<file path="src/rtl/puzzle_scrambler_pkg.sv">
// Shared constants and state encoding for the LED puzzle scrambler.
package puzzle_scrambler_pkg;

    // Defused LED pattern; must match the defused-detect constant elsewhere.
    localparam logic [7:0] TARGET_DEFAULT = 8'hFF;

    // Default width of the step-count input (up to 15 steps).
    localparam int unsigned STEP_W_DEFAULT = 4;

    // Feedback taps of the 8-bit LFSR: bits 7, 5, 4, 3.
    localparam logic [7:0] LFSR_TAPS = 8'b1011_1000;

    // Replacement for an all-zero seed, which would lock the LFSR up.
    localparam logic [7:0] LFSR_NZ_SEED = 8'h01;

    typedef enum logic [1:0] {
        StIdle     = 2'd0,
        StScramble = 2'd1,
        StCheck    = 2'd2,
        StLoad     = 2'd3
    } state_e;

endpackage

</file>
<file path="src/rtl/puzzle_scrambler_if.sv">
// Request/result bundle between the game controller and the scrambler.
interface puzzle_scrambler_if #(
    parameter int unsigned STEP_W = 4
);
    logic              start;
    logic [7:0]        seed;
    logic [STEP_W-1:0] steps;
    logic [7:0]        pattern;
    logic              load;
    logic              busy;
    logic              done;

    // Controller side: issues requests, consumes the pattern.
    modport master (
        output start, seed, steps,
        input  pattern, load, busy, done
    );

    // Scrambler side.
    modport slave (
        input  start, seed, steps,
        output pattern, load, busy, done
    );
endinterface

</file>
<file path="src/rtl/puzzle_scrambler_lfsr8_step.sv">
// Combinational next-state function of the 8-bit Fibonacci LFSR.
module lfsr8_step
    import puzzle_scrambler_pkg::*;
(
    input  logic [7:0] cur,
    output logic [7:0] nxt
);

    // Shift left, feeding the XOR of the tapped bits into bit 0.
    assign nxt = {cur[6:0], ^(cur & LFSR_TAPS)};

endmodule

</file>
<file path="src/rtl/puzzle_scrambler.sv">
// Builds a scrambled, solvable starting LED pattern by applying N self-inverse
// XOR/XNOR steps with an LFSR mask to the defused target, then pulses load.
module puzzle_scrambler
    import puzzle_scrambler_pkg::*;
#(
    parameter logic [7:0]  TARGET = TARGET_DEFAULT,
    parameter int unsigned STEP_W = STEP_W_DEFAULT
) (
    input  logic              CLK,
    input  logic              reset,
    puzzle_scrambler_if.slave bus
);

    state_e            state_q;
    logic [7:0]        lfsr_q;
    logic [7:0]        pattern_q;
    logic [STEP_W-1:0] cnt_q;
    logic              load_q;
    logic              busy_q;
    logic              done_q;

    logic [7:0]        lfsr_nxt;
    logic [7:0]        mixed;

    lfsr8_step u_lfsr_step (
        .cur (lfsr_q),
        .nxt (lfsr_nxt)
    );

    assign mixed = pattern_q ^ lfsr_nxt;

    // Control FSM with all outputs registered.
    always_ff @(posedge CLK or negedge reset) begin
        if (!reset) begin
            state_q   <= StIdle;
            pattern_q <= 8'h00;
            lfsr_q    <= LFSR_NZ_SEED;
            cnt_q     <= '0;
            load_q    <= 1'b0;
            busy_q    <= 1'b0;
            done_q    <= 1'b0;
        end else begin
            case (state_q)
                StIdle: begin
                    if (bus.start) begin
                        lfsr_q    <= (bus.seed == 8'h00) ? LFSR_NZ_SEED : bus.seed;
                        pattern_q <= TARGET;
                        cnt_q     <= bus.steps;
                        done_q    <= 1'b0;
                        busy_q    <= 1'b1;
                        state_q   <= (bus.steps == '0) ? StCheck : StScramble;
                    end
                end
                StScramble: begin
                    lfsr_q    <= lfsr_nxt;
                    pattern_q <= lfsr_nxt[0] ? mixed : ~mixed;
                    cnt_q     <= cnt_q - STEP_W'(1);
                    if (cnt_q == STEP_W'(1)) begin
                        state_q <= StCheck;
                    end
                end
                StCheck: begin
                    // Never hand the player an already-defused board.
                    if (pattern_q == TARGET) begin
                        pattern_q <= pattern_q ^ 8'h01;
                    end
                    state_q <= StLoad;
                end
                StLoad: begin
                    // First LOAD cycle raises the registered pulse, second retires it.
                    if (!load_q) begin
                        load_q <= 1'b1;
                    end else begin
                        load_q  <= 1'b0;
                        busy_q  <= 1'b0;
                        done_q  <= 1'b1;
                        state_q <= StIdle;
                    end
                end
                default: state_q <= StIdle;
            endcase
        end
    end

    assign bus.pattern = pattern_q;
    assign bus.load    = load_q;
    assign bus.busy    = busy_q;
    assign bus.done    = done_q;

endmodule

</file>
<file path="src/flat_wrapper.sv">
// flat-port wrapper written by rule: the top's interface ports become plain ports
module puzzle_scrambler_flat import puzzle_scrambler_pkg::*;
#(
    parameter logic [7:0]  TARGET = TARGET_DEFAULT,
    parameter int unsigned STEP_W = STEP_W_DEFAULT
)
  (CLK, reset, bus_start, bus_seed, bus_steps, bus_pattern, bus_load, bus_busy, bus_done);
  puzzle_scrambler_if #(.STEP_W(STEP_W)) bus_i ();
  input  logic CLK;
  input  logic reset;
  input wire logic [$bits(bus_i.start)-1:0] bus_start;
  input wire logic [$bits(bus_i.seed)-1:0] bus_seed;
  input wire logic [$bits(bus_i.steps)-1:0] bus_steps;
  output wire logic [$bits(bus_i.pattern)-1:0] bus_pattern;
  output wire logic [$bits(bus_i.load)-1:0] bus_load;
  output wire logic [$bits(bus_i.busy)-1:0] bus_busy;
  output wire logic [$bits(bus_i.done)-1:0] bus_done;
  assign bus_i.start = bus_start;
  assign bus_i.seed = bus_seed;
  assign bus_i.steps = bus_steps;
  assign bus_pattern = bus_i.pattern;
  assign bus_load = bus_i.load;
  assign bus_busy = bus_i.busy;
  assign bus_done = bus_i.done;
  puzzle_scrambler #(.TARGET(TARGET), .STEP_W(STEP_W)) u_core (.CLK(CLK), .reset(reset), .bus(bus_i));
endmodule
</file>
<file path="config.mk">
export PLATFORM = sky130hd
export DESIGN_NAME = puzzle_scrambler_flat
export DESIGN_NICKNAME = d
export VERILOG_FILES = /design/src/rtl/puzzle_scrambler_pkg.sv /design/src/rtl/puzzle_scrambler_if.sv /design/src/rtl/puzzle_scrambler_lfsr8_step.sv /design/src/rtl/puzzle_scrambler.sv /design/src/flat_wrapper.sv
export SDC_FILE = /design/constraint.sdc
export NUM_CORES = 1
export LEC_CHECK = 0
export CELL_PAD_IN_SITES_DETAIL_PLACEMENT = 0
export CELL_PAD_IN_SITES_GLOBAL_PLACEMENT = 2
export CORE_UTILIZATION = 29
export DETAILED_ROUTE_END_ITERATION = 8
export PLACE_DENSITY_LB_ADDON = 0.08
export SLEW_MARGIN = 20
export SYNTH_ARGS = -nofsm -noshare
export SYNTH_HDL_FRONTEND = slang
export SYNTH_SLANG_ARGS = --single-unit
</file>
<file path="constraint.sdc">
create_clock -name CLK -period 1.8 [get_ports CLK]
set_input_delay 0.18 -clock CLK [delete_from_list [all_inputs] [get_ports CLK]]
set_output_delay 0.18 -clock CLK [all_outputs]
set_load 0.02 [all_outputs]
</file>
======== Word level (Yosys, flattened, before mapping) ========
Cells that the tools add are included.
cells by class
  add/subtract/negate cells ............... 1
  $mul .................................... 0
  divide/modulo/power cells ............... 0
  magnitude comparators ................... 0
  equal/unequal tests ..................... 9
  shift operators ......................... 0
  multiplexer cells ....................... 21
  bitwise logic cells ..................... 4
  reductions and logical operators ........ 12
operators with widths
  operator             number
  $mux 8               4
  $pmux 8 s3           1
  $pmux 8 s2           1
  $reduce_and 3->1     4
  $eq 8x8->1 const B   1
  $logic_not 8->1      1
  $mux 2               4
  $not 8->8            1
  $pmux 2 s4           1
  $pmux 4 s2           1
  $reduce_xor 8->1     1
  $xor 8x8->8          1
  $mux 1               6
  $ne 2x1->1 const B   3
  $eq 2x2->1 const B   2
  $eq 4x1->1 const B   1
  $logic_not 4->1      1
  $mux 4               1
  $pmux 1 s2           2
  $reduce_bool 2->1    2
  $sub 4x1->4 const B  1
  $reduce_bool 3->1    1
  $eq 2x1->1 const B   1
  $logic_not 2->1      1
  3 further kinds      4
word-level totals
  bits in registers ....................... 25
  latch bits .............................. 0
  RAM bits ................................ 0
  ROM bits ................................ 0
  input bits .............................. 15
  output and inout bits ................... 11
  word-level logic and storage cells ...... 55
  memories kept ........................... 0

======== Longest topological paths before layout ========
Gate-level depths: netlist (run 1).
  depth after elaboration ................. 5
  gate-level depth with buffers ........... 8
  depth with buffers taken out ............ 6

======== Modules after synthesis ========
A second synthesis (run 1) with hierarchy kept.
second synthesis, totals
  cell total of the unflattened synthesis .. 170
  area total of the unflattened synthesis .. 1590.3 µm²
modules (own cells, without submodules)
  module            instances  cells an instance  area each (µm²)  seq. area each (µm²)
  puzzle_scrambler  1          160                1511.4           626.9
  lfsr8_step        1          10                 78.8             0.0

======== Worst setup path after synthesis (run 1) ========
No wires, ideal clock.
  path type ............................... reg2reg
  start ................................... register u_core.state_q[0]
  end ..................................... register u_core.pattern_q[0] (netlist: u_core.bus.pattern[0])
  setup time .............................. 132 ps
  arrival ................................. 1582 ps
  required time ........................... 1668 ps
  path slack .............................. 86 ps
  stages on the path, launching flop included .. 9
  buffers on the path ..................... 2
  period minus slack after synthesis ...... 1714 ps
  path through ............................ dfrtp_1 -> inv_1 -> ha_1 -> buf_2 -> mux2_2 -> and2_1 -> buf_2 -> nor2_1 -> a31oi_1
on the way
  cells in the longest elaborated chain, start to end .. 3
  elaborated cells on any way between the ends .. 8
  those cells by class .................... eq/ne: 4; mux: 1; reduce/logical: 3
RTL lines
  item                                                RTL line                RTL
  from (decl)                                         puzzle_scrambler.sv:14  state_e state_q;
  from (signal assigned)                              puzzle_scrambler.sv:35  state_q <= StIdle;
  from (signal assigned)                              puzzle_scrambler.sv:51  state_q <= (bus.steps == '0) ? StCheck : StScramble;
  from (signal assigned)                              puzzle_scrambler.sv:59  state_q <= StCheck;
  $eq 2x2->1, or another cell as far along            puzzle_scrambler.sv:43  case (state_q)
  $ne 2x1->1 (no line), or another cell as far along  n/a
  $reduce_and 3->1 (no line)                          n/a
  to (signal assigned)                                puzzle_scrambler.sv:56  pattern_q <= lfsr_nxt[0] ? mixed : ~mixed;
  to (signal assigned)                                puzzle_scrambler.sv:65  pattern_q <= pattern_q ^ 8'h01;
  to (decl)                                           puzzle_scrambler.sv:16  logic [7:0] pattern_q;
Several ways; a longest one is shown, not always the timed one.
A chain may end at the register's enable or synchronous reset.

======== Worst setup path after layout (run 1) ========
  start ................................... register u_core.state_q[1]
  end ..................................... register u_core.pattern_q[7] (netlist: u_core.bus.pattern[7])
on the way
  cells in the longest elaborated chain, start to end .. 3
  elaborated cells on any way between the ends .. 8
  those cells by class .................... eq/ne: 3; mux: 1; bitwise: 1; reduce/logical: 3
RTL lines
  item                                                       RTL line
  $eq 2x1->1, or another cell as far along                   puzzle_scrambler.sv:43
  $reduce_bool 2->1 (no line), or another cell as far along  n/a
  $reduce_and 3->1 (no line)                                 n/a
Several ways; a longest one is shown, not always the timed one.

==> results of run 1 <==
-- synth_stat cells (2+ instances only) --
library cell / instances / area (um2)
dfrtp_1: 24 / 601
mux2i_1: 19 / 190
o21ai_0: 18 / 90.1
nand2_1: 16 / 60.1
a21oi_1: 13 / 65.1
nor2_1: 10 / 37.5
nand3_1: 9 / 45.0
ha_1: 8 / 100
inv_1: 6 / 22.5
clkbuf_1: 4 / 15.0
xnor3_1: 4 / 90.1
buf_2: 3 / 15.0
xor2_1: 3 / 26.3
mux2_2: 2 / 22.5
nand4_1: 2 / 12.5
nor3_1: 2 / 10.0
nor4_1: 2 / 12.5
or3_1: 2 / 12.5
xnor2_1: 2 / 17.5
-- worst max path at each step --
stage / from / to
6_report: u_core.state_q[1]$_DFFE_PN0P_ / u_core.bus.pattern[7]$_DFFE_PN0P_
5_1_grt: u_core.state_q[1]$_DFFE_PN0P_ / u_core.cnt_q[3]$_DFFE_PN0P_
4_1_cts: u_core.state_q[1]$_DFFE_PN0P_ / u_core.bus.pattern[7]$_DFFE_PN0P_
3_5_place_dp: u_core.state_q[1]$_DFFE_PN0P_ / u_core.bus.pattern[7]$_DFFE_PN0P_
3_3_place_gp: u_core.state_q[1]$_DFFE_PN0P_ / u_core.bus.pattern[0]$_DFFE_PN0P_
2_1_floorplan: u_core.state_q[0]$_DFFE_PN0P_ / u_core.bus.pattern[0]$_DFFE_PN0P_
-- logic make-up (layout without fill, tap and decap cells) --
| group | Yosys count | in the layout | synth area share, % |
|---|---|---|---|
| simple gates | 45 | 45 | 12.9 |
| compound gates | 36 | 36 | 12.3 |
| flops | 25 | 25 | 40.0 |
| mux | 21 | 21 | 13.6 |
| buf+inv | 13 | 44 | 3.36 |
| xor+xnor | 11 | 11 | 11.4 |
| fa+ha+maj | 8 | 8 | 6.40 |
-- repair_timing --
action,4_1_cts,5_1_grt
setup endpoints to repair,1,10
buffers inserted,0,0
hold buffers,0,0
resized for setup,1,2
-- report_power, final --
group / switching [mW] / leakage [nW] / internal, mW
clock network: 0.196 / 0.0217 / 0.157
logic: 1.30 / 0.573 / 1.46
registers: 0.319 / 0.286 / 0.851
total: 1.81 / 0.881 / 2.46
-- registers in the layout, indices dropped and copies added, names as in the netlist --
register and count:
u_core.bus.load 1, u_core.bus.busy 1, u_core.cnt_q 4, u_core.state_q 2, u_core.bus.pattern 8, u_core.lfsr_q 8, u_core.bus.done 1
-- layout make-up --
class / count / area (um2) / share of cell area (%)
clock buffer: 3 / 41.3 / 2.07
clock inverter: 1 / 7.51 / 0.377
inverter: 6 / 22.5 / 1.13
multi-input combinational: 121 / 890 / 44.6
sequential: 25 / 627 / 31.5
tap: 70 / 87.6 / 4.39
timing repair buffer: 34 / 318 / 15.9
-- per-layer routing --
layer | GRT usage, % | share of wire (%) | vias up
li1 | - | - | 620
met2 | 23.9 | 45 | 20
met5 | 0 | 0 | -
met1 | 20.5 | 50 | 567
met4 | 4.94 | 0.60 | 0
met3 | 2.78 | 4.4 | 2
-- metrics by stage --
stage	hold WS [ns]	area, um2	utilization [%]	cells	power, mW
final	0.273	1990	38.8	260	4.28
after global routing	0.297	1990	38.8	260	4.72
after CTS	0.280	1990	38.8	260	4.35
after detailed placement	0.509	1940	37.8	256	3.95
after global placement	0.483	1940	37.8	256	3.93
after floorplan	-0.116	1570	-	159	3.19
==> results by group, run 1 <==
Status
  – Status: finished clean

Timing
  – FMAX: ~600 MHz
  – RSZ-0062 raised after global routing: no
  – Setup Skew: roughly 0.0038 ns
  – Crit share post-route: between 90 and 100%
  – Max-slew headroom: 66.1%
  – Fin. max-slew vios: 0
  – Min cycle time layout: 1.67 ns
  – Final worst slack: 0.133 ns
  – TNS Setup: 0 ns
  – Slew at the pin with the worst max-slew slack: 0.504 ns
  – Final setup vio count: 0
  – Final Hold Fails: 0

Routing
  – Total number of vias: approximately 1,200
  – Pre-antenna DRT Iters: 4
  – Vias per inst: 4.65
  – Antenna Nets Post-Route: 0
  – Post-route DRC: 0
  – Total routed wirelength: 3680 um
  – 1st-iter DRT viols: 64
  – Post-DR wirelength/cell: 14.1 um

Synthesis
  – Synthesis Warnings: 0
  – Post-Syn Instances: around 160
  – Synthesized flop and latch total: 25
  – Sequential share of the synthesized area: 40.0%
  – Post-synth EDFFs: 0
  – Post-synthesis cell type count: 29
  – Syn Nets: 182
  – Mapped Area: 1570 um2
  – Avg Cell Area, Syn: 9.84 um2
  – Ys flop type: dfrtp_1
  – Async set or reset register ratio after synthesis: 100%

Clocking
  – Clk slew on worst S/H paths: about 0.1 ns
  – Clk Latency, worst-skew pair: 0.27 ns
  – CTS tree: yes
  – H-tree Lvls: 1
  – Total CTS buffers: 3
  – Clock buffer depth: 2
  – CTS Root Cell: clkbuf_8
  – Sink Count: 25

Cells and area
  – Most frequent cells in the layout: clkdlybuf4s50_1, dfrtp_1, mux2i_1
  – Net count, final: 214
  – Commonest non-fill, non-tap cell in the layout: clkdlybuf4s50_1
  – Fraction of layout cells with a size suffix above 1: approximately 11%
  – Ant diodes: 0
  – Fillers: 543
  – Syn-to-layout area delta: 27.3%

Setup path
  – Crit end category: flip-flop
  – CP max-delay cell: dfrtp_1
  – Worst R2R Setup Slack: 0.13 ns
  – Crit path launch type: flip-flop
  – Worst R2R End: u_core.bus.pattern[7]$_DFFE_PN0P_
  – Critical Path RT: around 2.0 ns
  – Worst Setup Path Type: reg -> reg
  – Worst path arrival time: 1.83 ns
  – Cell depth of the worst flop-to-flop path: 6
  – Startpoint of the worst-slack reg-to-reg timing path: u_core.state_q[1]$_DFFE_PN0P_
  – CP max stage delay: 0.42 ns
  – Worst path buffer plus inverter count: 1
  – CP Max Fanout: 8
  – Critical-path cell list: inv_2 -> ha_2 -> mux2_2 -> and2_2 -> nor2_1 -> a21oi_1
  – Top delay family on crit path: flip-flops
  – Critical path depth in cells: 6

Global routing
  – Grt total ovfl: 0
  – Initial antenna violation count: 0
  – Vias in the first global route: approximately 1,300
  – Total GRT Usage: 15.0%
  – Pin count of the biggest net entering global routing: 26
  – First-pass GRT wire length: 6270 um

Power and ir drop
  – LEAKAGE: just under 0.9 nW
  – Worst vdd rail ir drop: around 0.74 mV
  – Cell area power density: 2150 nW/um2

Floorplanning
  – Num rows: 26
  – Die area: 5690 um2
  – Die height: about 75 um
  – DIE WIDTH: 75.5 um
  – Starting Density: 30.5%
  – IO Count: 26
  – Core ar.: just over 5000 um2

Worst hold path
  – Hold Crit Class: in -> async

Job
  – Max Cap Viol: 0

Place
  – Placer Congestion: 0.827
  – Detail Placement HPWL: 2690 um
  – Dpl ws: 0.0368 ns
  – I/O Buffers: 25
Note: power is estimated with default switching activity, not from simulation.
==> inputs of run 2 (changes only) <==
--- a/config.mk
+++ b/config.mk
@@ -7,7 +7,9 @@
 export LEC_CHECK = 0
 export CELL_PAD_IN_SITES_DETAIL_PLACEMENT = 0
 export CELL_PAD_IN_SITES_GLOBAL_PLACEMENT = 2
+export CORE_MARGIN = 5
 export CORE_UTILIZATION = 29
+export CTS_CLUSTER_SIZE = 40
 export DETAILED_ROUTE_END_ITERATION = 8
 export PLACE_DENSITY_LB_ADDON = 0.08
 export SLEW_MARGIN = 20
==> results by group, run 2 (synthesis gave the netlist of run 1 again) <==
Clocking
  – CTS Root Cell: clkbuf_8 (unchanged)
  – Clock buffer depth: 2 (unchanged)
  – Clk Latency, worst-skew pair: 0.26 ns (was 0.27 ns)
  – Hold_buf cts: 0 (unchanged)
  – Clk slew on worst S/H paths: 0.09 ns (was 0.10 ns)
  – Sink Count: 25 (unchanged)
  – H-tree Lvls: 1 (unchanged)
  – Total CTS buffers: 3 (unchanged)
  – CTS tree: yes (unchanged)
  – Setup bufs post-CTS: 0 (unchanged)

Floorplanning
  – IO Count: 26 (unchanged)
  – Core ar.: 5170 um2 (was 5140 um2)
  – Starting Density: 30.3% (was 30.5%)
  – DIE WIDTH: 83.5 um (was 75.5 um)
  – Die height: 83.5 um (was 75.5 um)
  – Die area: 6970 um2 (was 5690 um2)
  – Num rows: 26 (unchanged)

Power and ir drop
  – Internal power: 2.48 mW (was 2.46 mW)
  – Switching Power: 1.82 mW (was 1.81 mW)
  – Worst vdd rail ir drop: 0.670 mV (was 0.744 mV)
  – Cell area power density: 2160 nW/um2 (was 2150 nW/um2)
  – LEAKAGE: 0.885 nW (was 0.881 nW)
  – Comb power frac: 64.9% (was 64.4%)
  – Clock share of power: 7.8% (was 8.3%)
  – Sequential share of power: 27.3% (was 27.4%)
  – Sw Share: 42.4% (about the same)
  – Total Power: 4.30 mW (was 4.28 mW)

Place
  – I/O Buffers: 25 (unchanged)
  – Post-DP Area: 1950 um2 (was 1940 um2)
  – Placer Congestion: 0.715 (was 0.827)
  – Detail Placement HPWL: 2840 um (was 2690 um)
  – Post-placement cell count: 257 (was 256)

Cells and area
  – Syn-to-layout area delta: 27.5% (was 27.3%)
  – Ant diodes: 0 (unchanged)
  – Net count, final: 215 (was 214)
  – Layout Cells excl Fill: 261 (was 260)
  – Most frequent cells in the layout: clkdlybuf4s50_1, dfrtp_1, mux2i_1 (unchanged)
  – Fillers: 506 (was 543)
  – Cell area after layout: 2000 um2 (was 1990 um2)
  – Commonest non-fill, non-tap cell in the layout: clkdlybuf4s50_1 (unchanged)
  – Fraction of layout cells with a size suffix above 1: 10.5% (was 11.1%)

Setup path
  – Critical-path cell list: inv_1 -> buf_4 -> ha_1 -> buf_4 -> or3_1 -> o21ai_0 -> a21oi_1 (was inv_2 -> ha_2 -> mux2_2 -> and2_2 -> nor2_1 -> a21oi_1)
  – Crit end category: flip-flop (unchanged)
  – CP max-delay cell: dfrtp_1 (unchanged)
  – Most used cell, CP: buf_4
  – Critical Path RT: 1.95 ns (was 1.96 ns)
  – CP max stage delay: 0.42 ns (about the same)
  – Worst Setup Path Type: reg -> reg (unchanged)
  – Worst path arrival time: 1.82 ns (was 1.83 ns)
  – CP Max Fanout: 16 (was 8)
  – Crit path launch type: flip-flop (unchanged)

Timing
  – RSZ-0062 raised after global routing: no (unchanged)
  – Crit share post-route: 93.0% (was 92.6%)
  – Final Hold Fails: 0 (unchanged)
  – Hold_ws: 0.291 ns (was 0.273 ns)
  – Final setup vio count: 0 (unchanged)
  – Fin. max-slew vios: 0 (unchanged)
  – Max-slew headroom: 74.3% (was 66.1%)
  – Setup Skew: 0.00351 ns (was 0.00384 ns)
  – FMAX: 598 MHz (was 600 MHz)
  – Slew at the pin with the worst max-slew slack: 0.383 ns (was 0.504 ns)
  – Min cycle time layout: 1.67 ns (about the same)
  – TNS Setup: 0 ns (unchanged)

Global routing
  – Vias in the first global route: 1,302 (was 1,299)
  – Pin count of the biggest net entering global routing: 26 (unchanged)
  – First-pass GRT wire length: 6710 um (was 6270 um)
  – Grt total ovfl: 0 (unchanged)
  – Global routing usage on met3: 1.68% (was 2.78%)
  – M2 GR Usage: 18.7% (was 23.9%)
  – Total GRT Usage: 11.7% (was 15.0%)
  – M1 GR Usage: 16.7% (was 20.5%)
  – Initial antenna violation count: 0 (unchanged)
  – GR peak layer: met2 (unchanged)

Routing
  – Post-route DRC: 0 (unchanged)
  – Antenna Nets Post-Route: 0 (unchanged)
  – Vias per inst: 4.61 (was 4.65)
  – Pre-antenna DRT Iters: 4 (unchanged)
  – 1st-iter DRT viols: 42 (was 64)
  – Total number of vias: 1,202 (was 1,209)
  – Total routed wirelength: 3810 um (was 3680 um)
  – Post-DR wirelength/cell: 14.6 um (was 14.1 um)

Job
  – Max Cap Viol: 0 (unchanged)

Status
  – Status: finished clean (unchanged)

Worst hold path
  – Hold Crit Class: in -> async (unchanged)
==> run 2: worst max-delay path: cells and delay by family, from the launching register on <==
kind | cells | cell delay (ns)
fa+ha+maj | 1 | 0.19
buf+inv | 3 | 0.43
flops | 1 | 0.42
compound gates | 2 | 0.14
simple gates | 1 | 0.37
==> run 2: timing repair <==
item,in CTS,in global routing
resized for setup,0,2
hold endpoints to repair,0,0
endpoints found under the setup margin,0,5
==> run 2: power groups by stage <==
stage | registers, mW | clock network [mW] | logic (mW)
after global placement | 1.17 | 0 | 2.80
after CTS | 1.17 | 0.357 | 2.85
after floorplan | 1.24 | 0 | 1.95
after detailed placement | 1.19 | 0 | 2.82
after global routing | 1.23 | 0.376 | 3.12
final | 1.18 | 0.334 | 2.79
==> run 2: final timing paths <==
path / slack [ns] / start / endpoint / cells after the start
min in group CLK: 0.52 / u_core.bus.busy$_DFFE_PN0P_ / u_core.bus.busy$_DFFE_PN0P_ / 2
hold reg to reg: 0.52 / u_core.bus.busy$_DFFE_PN0P_ / u_core.bus.busy$_DFFE_PN0P_ / 2
hold / removal: 0.29 / reset / u_core.lfsr_q[4]$_DFFE_PN0P_ / 2
setup reg to reg: 0.13 / u_core.state_q[1]$_DFFE_PN0P_ / u_core.cnt_q[3]$_DFFE_PN0P_ / 7
setup / recovery: 0.13 / u_core.state_q[1]$_DFFE_PN0P_ / u_core.cnt_q[3]$_DFFE_PN0P_ / 7
max in group asynchronous: 1.21 / reset / u_core.lfsr_q[0]$_DFFE_PN1P_ / 2
==> run 2: metrics by stage <==
step,utilization (%),setup WS [ns]
finish,38.6,0.127
global route,38.6,0.0329
CTS,38.5,0.0812
detailed placement,37.7,0.100
floorplan,-,0.0858
global placement,37.7,0.155
==> run 2: per-layer routing <==
| layer | share of wire, % | vias to the layer above |
|---|---|---|
| li1 | - | 620 |
| met2 | 48 | 20 |
| met4 | 0.50 | 0 |
| met3 | 2.3 | 2 |
| met5 | 0 | - |
| met1 | 50 | 560 |
==> run 2: area by class of cell <==
type                       count  area (um2)  area share (%)
tap                           70        87.6            4.39
multi-input combinational    121         888            44.5
timing repair buffer          35         325            16.3
sequential                    25         627            31.4
clock buffer                   4        45.0            2.26
inverter                       6        22.5            1.13
